## config.mk

```make
export PLATFORM = sky130hd
export DESIGN_NAME = debug_frame_tx
export DESIGN_NICKNAME = d
export VERILOG_FILES = /design/src/rtl/debug_pkg.sv /design/src/rtl/frame_byte_sel.sv /design/src/rtl/debug_frame_tx.sv
export SDC_FILE = /design/constraint.sdc
export NUM_CORES = 1
export LEC_CHECK = 0
export ABC_CLOCK_PERIOD_IN_PS = 3800
export BUFFER_PORTS_ARGS = -buffer_cell sky130_fd_sc_hd__buf_4
export CORE_ASPECT_RATIO = 1.25
export CORE_MARGIN = 5
export CORE_UTILIZATION = 50
export CTS_CLUSTER_SIZE = 30
export DETAILED_ROUTE_END_ITERATION = 7
export GPL_TIMING_DRIVEN = 0
export PLACE_DENSITY_LB_ADDON = 0.05
export SYNTH_ARGS = -nofsm -noshare
export SYNTH_HDL_FRONTEND = slang
export SYNTH_HIERARCHICAL = 1
export SYNTH_SLANG_ARGS = --single-unit
```

## constraint.sdc

```tcl
create_clock -name i_clk -period 3.8 [get_ports i_clk]
set_input_delay 0.38 -clock i_clk [delete_from_list [all_inputs] [get_ports i_clk]]
set_output_delay 0.38 -clock i_clk [all_outputs]
set_load 0.02 [all_outputs]
```

## src/rtl/debug_pkg.sv

```systemverilog
// Shared definitions for the debug frame transmitter.
// DEBUG_FRAME_CHECKSUM_EN appends a checksum byte to every frame.
package debug_pkg;

  localparam logic [1:0] ST_IDLE = 2'd0;
  localparam logic [1:0] ST_SEND = 2'd1;
  localparam logic [1:0] ST_WAIT = 2'd2;
  localparam logic [1:0] ST_DONE = 2'd3;

  typedef enum logic [1:0] {
    StIdle = ST_IDLE,
    StSend = ST_SEND,
    StWait = ST_WAIT,
    StDone = ST_DONE
  } state_e;

  localparam logic [7:0] HEADER_DEFAULT = 8'hA5;

`ifdef DEBUG_FRAME_CHECKSUM_EN
  localparam bit CHECKSUM_EN = 1'b1;
`else
  localparam bit CHECKSUM_EN = 1'b0;
`endif

  // Header + data bytes (+ checksum byte when enabled).
  function automatic int unsigned frame_bytes(input int unsigned nb_data,
                                              input int unsigned n_words,
                                              input bit          with_cs);
    return 1 + n_words * (nb_data / 8) + int'(with_cs);
  endfunction

endpackage

```

## src/rtl/frame_byte_sel.sv

```systemverilog
// Combinational data-byte picker: snapshot + data byte index -> byte.
module frame_byte_sel #(
  parameter int unsigned NB_DATA   = 32,
  parameter int unsigned N_WORDS   = 3,
  parameter bit          MSB_FIRST = 1'b0,
  parameter int unsigned IDX_W     = 4
) (
  input  logic [N_WORDS*NB_DATA-1:0] i_snapshot,
  input  logic [IDX_W-1:0]           i_index,
  output logic [7:0]                 o_byte
);

  localparam int unsigned BPW     = NB_DATA / 8;
  localparam int unsigned N_BYTES = N_WORDS * BPW;

  // Words go out in ascending order; MSB_FIRST only flips bytes within a word.
  function automatic int unsigned byte_offset(input int unsigned idx);
    int unsigned b;
    b = idx % BPW;
    if (MSB_FIRST) b = BPW - 1 - b;
    return (idx / BPW) * NB_DATA + b * 8;
  endfunction

  always_comb begin
    o_byte = '0;
    for (int unsigned i = 0; i < N_BYTES; i++) begin
      if (i_index == IDX_W'(i)) o_byte = i_snapshot[byte_offset(i) +: 8];
    end
  end

endmodule

```

## src/rtl/debug_frame_tx.sv

```systemverilog
// Snapshots N_WORDS debug words and streams them as a framed byte sequence to uart_tx.
// DEBUG_FRAME_CHECKSUM_EN adds a trailing HEADER ^ data-bytes checksum byte.
module debug_frame_tx
  import debug_pkg::*;
#(
  parameter int unsigned NB_DATA   = 32,
  parameter int unsigned N_WORDS   = 3,
  parameter logic [7:0]  HEADER    = HEADER_DEFAULT,
  parameter bit          MSB_FIRST = 1'b0
) (
  input  logic                       i_clk,
  input  logic                       i_reset,
  input  logic                       i_start,
  input  logic [N_WORDS*NB_DATA-1:0] i_words,
  input  logic                       i_tx_done_tick,
  output logic                       o_tx_start,
  output logic [7:0]                 o_tx_data,
  output logic                       o_busy,
  output logic                       o_done
);

  localparam int unsigned      FRAME_BYTES = frame_bytes(NB_DATA, N_WORDS, CHECKSUM_EN);
  localparam int unsigned      CNT_W       = $clog2(FRAME_BYTES + 1);
  localparam logic [CNT_W-1:0] LAST_IDX    = CNT_W'(FRAME_BYTES - 1);

  state_e                     r_state, w_state_next;
  logic [N_WORDS*NB_DATA-1:0] r_snap;
  logic [CNT_W-1:0]           r_cnt;
  logic [CNT_W-1:0]           w_data_idx;
  logic [7:0]                 w_data_byte;
  logic [7:0]                 w_byte;
`ifdef DEBUG_FRAME_CHECKSUM_EN
  logic [7:0]                 r_cs;
`endif

  always_ff @(posedge i_clk or posedge i_reset) begin
    if (i_reset) r_state <= StIdle;
    else         r_state <= w_state_next;
  end

  always_comb begin
    w_state_next = r_state;
    unique case (r_state)
      StIdle:  if (i_start) w_state_next = StSend;
      StSend:  w_state_next = StWait;
      StWait:  if (i_tx_done_tick) w_state_next = (r_cnt == LAST_IDX) ? StDone : StSend;
      StDone:  w_state_next = StIdle;
      default: w_state_next = StIdle;
    endcase
  end

  always_ff @(posedge i_clk or posedge i_reset) begin
    if (i_reset) begin
      r_snap <= '0;
      r_cnt  <= '0;
`ifdef DEBUG_FRAME_CHECKSUM_EN
      r_cs   <= '0;
`endif
    end else if (r_state == StIdle && i_start) begin
      r_snap <= i_words;
      r_cnt  <= '0;
`ifdef DEBUG_FRAME_CHECKSUM_EN
      r_cs   <= HEADER;
`endif
    end else if (r_state == StWait && i_tx_done_tick) begin
      r_cnt <= r_cnt + 1'b1;
`ifdef DEBUG_FRAME_CHECKSUM_EN
      // Header is excluded so the checksum byte is HEADER ^ data bytes.
      if (r_cnt != '0) r_cs <= r_cs ^ w_byte;
`endif
    end
  end

  assign w_data_idx = r_cnt - 1'b1;

  frame_byte_sel #(
    .NB_DATA  (NB_DATA),
    .N_WORDS  (N_WORDS),
    .MSB_FIRST(MSB_FIRST),
    .IDX_W    (CNT_W)
  ) u_byte_sel (
    .i_snapshot(r_snap),
    .i_index   (w_data_idx),
    .o_byte    (w_data_byte)
  );

  always_comb begin
    w_byte = w_data_byte;
    if (r_cnt == '0) w_byte = HEADER;
`ifdef DEBUG_FRAME_CHECKSUM_EN
    else if (r_cnt == LAST_IDX) w_byte = r_cs;
`endif
  end

  assign o_tx_start = (r_state == StSend);
  assign o_tx_data  = (r_state == StSend || r_state == StWait) ? w_byte : 8'h00;
  assign o_busy     = (r_state != StIdle);
  assign o_done     = (r_state == StDone);

endmodule

```

==> qor_table.md <==
| Result | Reported |
|---|---|
| Aggregate negative setup slack | 0 ns |
| Detailed-route wire length | 13.4 mm |
| Clock Path Buffers | 2 |
| Height of the die | 129 um |
| Number of DRC violations after detailed-routing iteration 0 | 153 |
| Count of buffers added by post-CTS timing repair for setup | 0 |
| I/O pin count | 111 |
| Highest clock rate | 290 MHz |
| Area of the multi-input gates | 2690 um^2 |
| Number of buffers added by the clock tree synthesis step | 9 |
| Count of final hold-check violations | 0 |
| Count of unresolved DRC violations after routing | 0 |
| Setup repair after global routing missed its margin | false |
| Number of distinct library cells after synthesis | 49 |
| Core Box Area | 11000 um^2 |
| Proportion of layout cells with a drive suffix above 1 | 48.8% |
| Critical path capture point type | output port |
| Arrival time at the worst endpoint | 3.07 ns |
| Setup CP Type | register to output port |
| Worst min-delay path category | input port to async pin |
| Clock slew at the register clock pins of the worst setup and hold paths | 0.06 ns |
| Layout filler cell count | 904 |
| Post-route worst hold slack | 0.0405 ns |
| Total cell area at the placement stage | 6640 um^2 |
| Internal power | 4060 uW |
| Total number of yosys warnings | 6 |
| Wire length of the first global-routing pass | 20.9 mm |
| Final number of max-transition violations | 0 |
| Outcome | finished clean |
| Total of endpoints with negative setup slack in the final report | 0 |
| Period utilization | 90.8% |
| Register area share after synthesis | 45.4% |
| Overall via count from detail_route | 3611 |
| Actual slew at the worst max-slew pin | 0.499 ns |
| Switch Pwr | 2310 uW |
| Count of placed standard cells in the final layout, fillers left out | 666 |
| Power density over the cells | 920 nW/um^2 |
| Combinational power share | 54.8% |
| Buffering stage count on the worst path with inverters included | 6 |
| Number of antenna violations at the first check in global routing | 0 |
| Crit path largest cell delay | 0.41 ns |
| Setup crit start kind | register |
| Max H-tree Level | 3 |
| Die area | 13500 um^2 |
| ANT cells | 0 |
| Final period demand of the worst path | 3.45 ns |
| Quantity of hold-fixing buffers added after cts | 0 |
| Antenna Violating Nets Remaining | 0 |
| Routability-driven placement congestion ratio | 0.835 |
| Number of gates resized after cts | 0 |
| Average cell area after synthesis | 13.8 um^2 |
| CTS tree | yes |
| Static leakage | 0.00327 uW |
| Nets@finish | 636 |
| Initial core utilization | 50.9% |
| Cells along the critical path | inv_1 -> ha_1 -> inv_1 -> buf_2 -> buf_4 -> buf_2 -> mux4_2 -> a32oi_1 -> o21ai_1 -> and3_1 -> buf_4 |
| Kind of cell adding the most delay to the critical path | buffers and inverters |
| Buffer cell driving the clock tree root | clkbuf_16 |
| Global-route congestion overflow total | 0 |
| Total track usage | 19.9% |
| Area used by sequential logic in the layout | 2550 um^2 |
| Total power consumption of the routed design | 6370 uW |
| Peak fanout along the critical path | 10 |
| Number of enable flip-flop cells after synthesis | 0 |
| Relative slew slack | 66.7% |
| Floorplan die width | 105 um |
| Later-pin clock latency in the skew report | 0.34 ns |
| Finished Cell Area | 6920 um^2 |
| Port Buffers | 110 |
| Mapped Area | 5620 um^2 |
| Initial DRT Pass Iterations | 4 |
| Largest net degree at the start of global routing | 72 |
| Via/cell ratio | 5.42 |
| Clock share of power | 14.0% |
| Fin Clk Skew | 0.00517 ns |
| Area overhead of the layout relative to synthesis | 23.2% |
| Flop and latch count out of synthesis | 102 |
| Row count | 43 |
| Post-synth net total | 514 |
| Commonest cells after routing, fill and taps aside | buf_4, dfrtp_1, mux2_4 |
| Half-perimeter wire length of the detailed placement result | 9.88 mm |
| Number of cells in the design after placement | 652 |
| Average detailed-routed wire length per instance | 20.1 um |
| Cell count after synthesis | 406 |
| Sequential cell fraction of total power | 31.3% |
| Fraction of power spent switching nets | 36.2% |
| Number of global-route vias before repair | 3887 |
| Share of async-settable or async-resettable flops after synthesis | 100% |
| Count of clock tree sinks | 102 |
| Most common flop cell mapped by yosys | dfrtp_1 |
| Maximum ir drop on the vdd rail | 0.341 mV |
| Max Cap Viol | 0 |
| Slowest stage cell on the critical path | dfrtp_1 |
| Most frequent standard cell in the layout excluding fill and tap cells | buf_4 |
| CP Data Required Time | 3.42 ns |
cells in the mapped netlist (2+ instances only):
master     instances  area [um^2]
inv_1             11         41.3
and3_1             4         25.0
a31oi_1            5         31.3
o21ai_1            3         15.0
nand4_1            2         12.5
nand2b_1           5         31.3
a21oi_1           11         55.1
buf_2              7         35.0
o22ai_1            2         12.5
buf_4              5         37.5
buf_6              3         33.8
and2_1             3         18.8
mux4_1             5          131
dfrtp_1          102         2550
nor2b_1            6         37.5
nor2_1            13         48.8
clkbuf_1           2         7.51
or3_1              2         12.5
mux2_2             5         56.3
nand3_1            8         40.0
mux2_4            96         1440
mux2i_1            8         80.1
xor2_1             3         26.3
o211ai_1           4         30.0
nand2_1           19         71.3
o21a_1             4         30.0
nor3_1             4         20.0
a32oi_1            5         43.8
o21ai_0           15         75.1
ha_1               8          100
a211oi_1           5         37.5
mux4_2             3         67.6
o2111ai_1          3         26.3
buf_12            10          200
state kept, by name (all words and copies together) (netlist names):
register / flops
r_snap: 96
r_cnt: 4
r_state: 2
path summary, 6_finish.rpt:
check	slack, ns	start	cells after the start	to
max reg2reg	2.10	r_state[0]	6	r_snap[52]
min reg2reg	0.51	r_snap[64]	1	r_snap[64]
min in group i_clk	0.26	i_words[30]	2	r_snap[30]
max in group asynchronous	3.07	i_reset	3	r_snap[52]
min	0.04	i_reset	2	r_snap[19]
max	0.35	r_cnt[0]	11	o_tx_data[6]
cells by family after synthesis:
group / after synthesis / synth area share (%)
xor gates and xnor gates: 4 / 0.624
DFF: 102 / 45.4
and+or+nand+nor: 71 / 6.46
AOI/OAI and AO/OA: 64 / 7.39
muxes: 117 / 31.6
buffers and inverters: 40 / 6.68
adders and majority gates: 8 / 1.78
worst register-to-register path, stage by stage, from the launching register on:
cell and delay [ns]:
dfrtp_1 0.42, inv_1 0.15, ha_1 0.20, and2_4 0.16
buf_12 0.17, buf_12 0.18, mux2_4 0.31
cell type report:
| class | count | area share [%] |
|---|---|---|
| Buffer | 29 | 4.83 |
| Clock buffer | 10 | 3.31 |
| Clock inverter | 4 | 0.723 |
| Inverter | 11 | 0.633 |
| Multi-Input combinational cell | 264 | 38.9 |
| Sequential cell | 102 | 36.9 |
| Tap cell | 135 | 2.44 |
| Timing Repair Buffer | 111 | 12.3 |
power by group through the flow:
| stage | clock [uW] | sequential (uW) | combinational, uW |
|---|---|---|---|
| 6_report | 888 | 1990 | 3490 |
| 4_1_cts | 912 | 1990 | 3500 |
| 3_5_place_dp | 0 | 2000 | 3480 |
| 2_1_floorplan | 0 | 1860 | 2670 |
| 3_3_place_gp | 0 | 1980 | 3440 |
| 5_1_grt | 947 | 2050 | 3740 |
routing by layer:
metal	share of wire (%)	track usage, %	wire length, um	vias to the layer above
met5	0	0	0	-
li1	-	-	-	1709
met4	1.0	5.34	138	0
met2	50	33.4	6730	97
met3	5.0	4.26	667	10
met1	44	26.4	5840	1795
metrics by stage:
stage          setup slack [ns]  util, %
2_1_floorplan             0.745        -
3_3_place_gp             -0.413     60.0
3_5_place_dp              0.735     60.2
4_1_cts                   0.346     62.8
5_1_grt                   0.198     62.8
6_report                  0.350     62.8
Power figures use the tool's default switching activity.
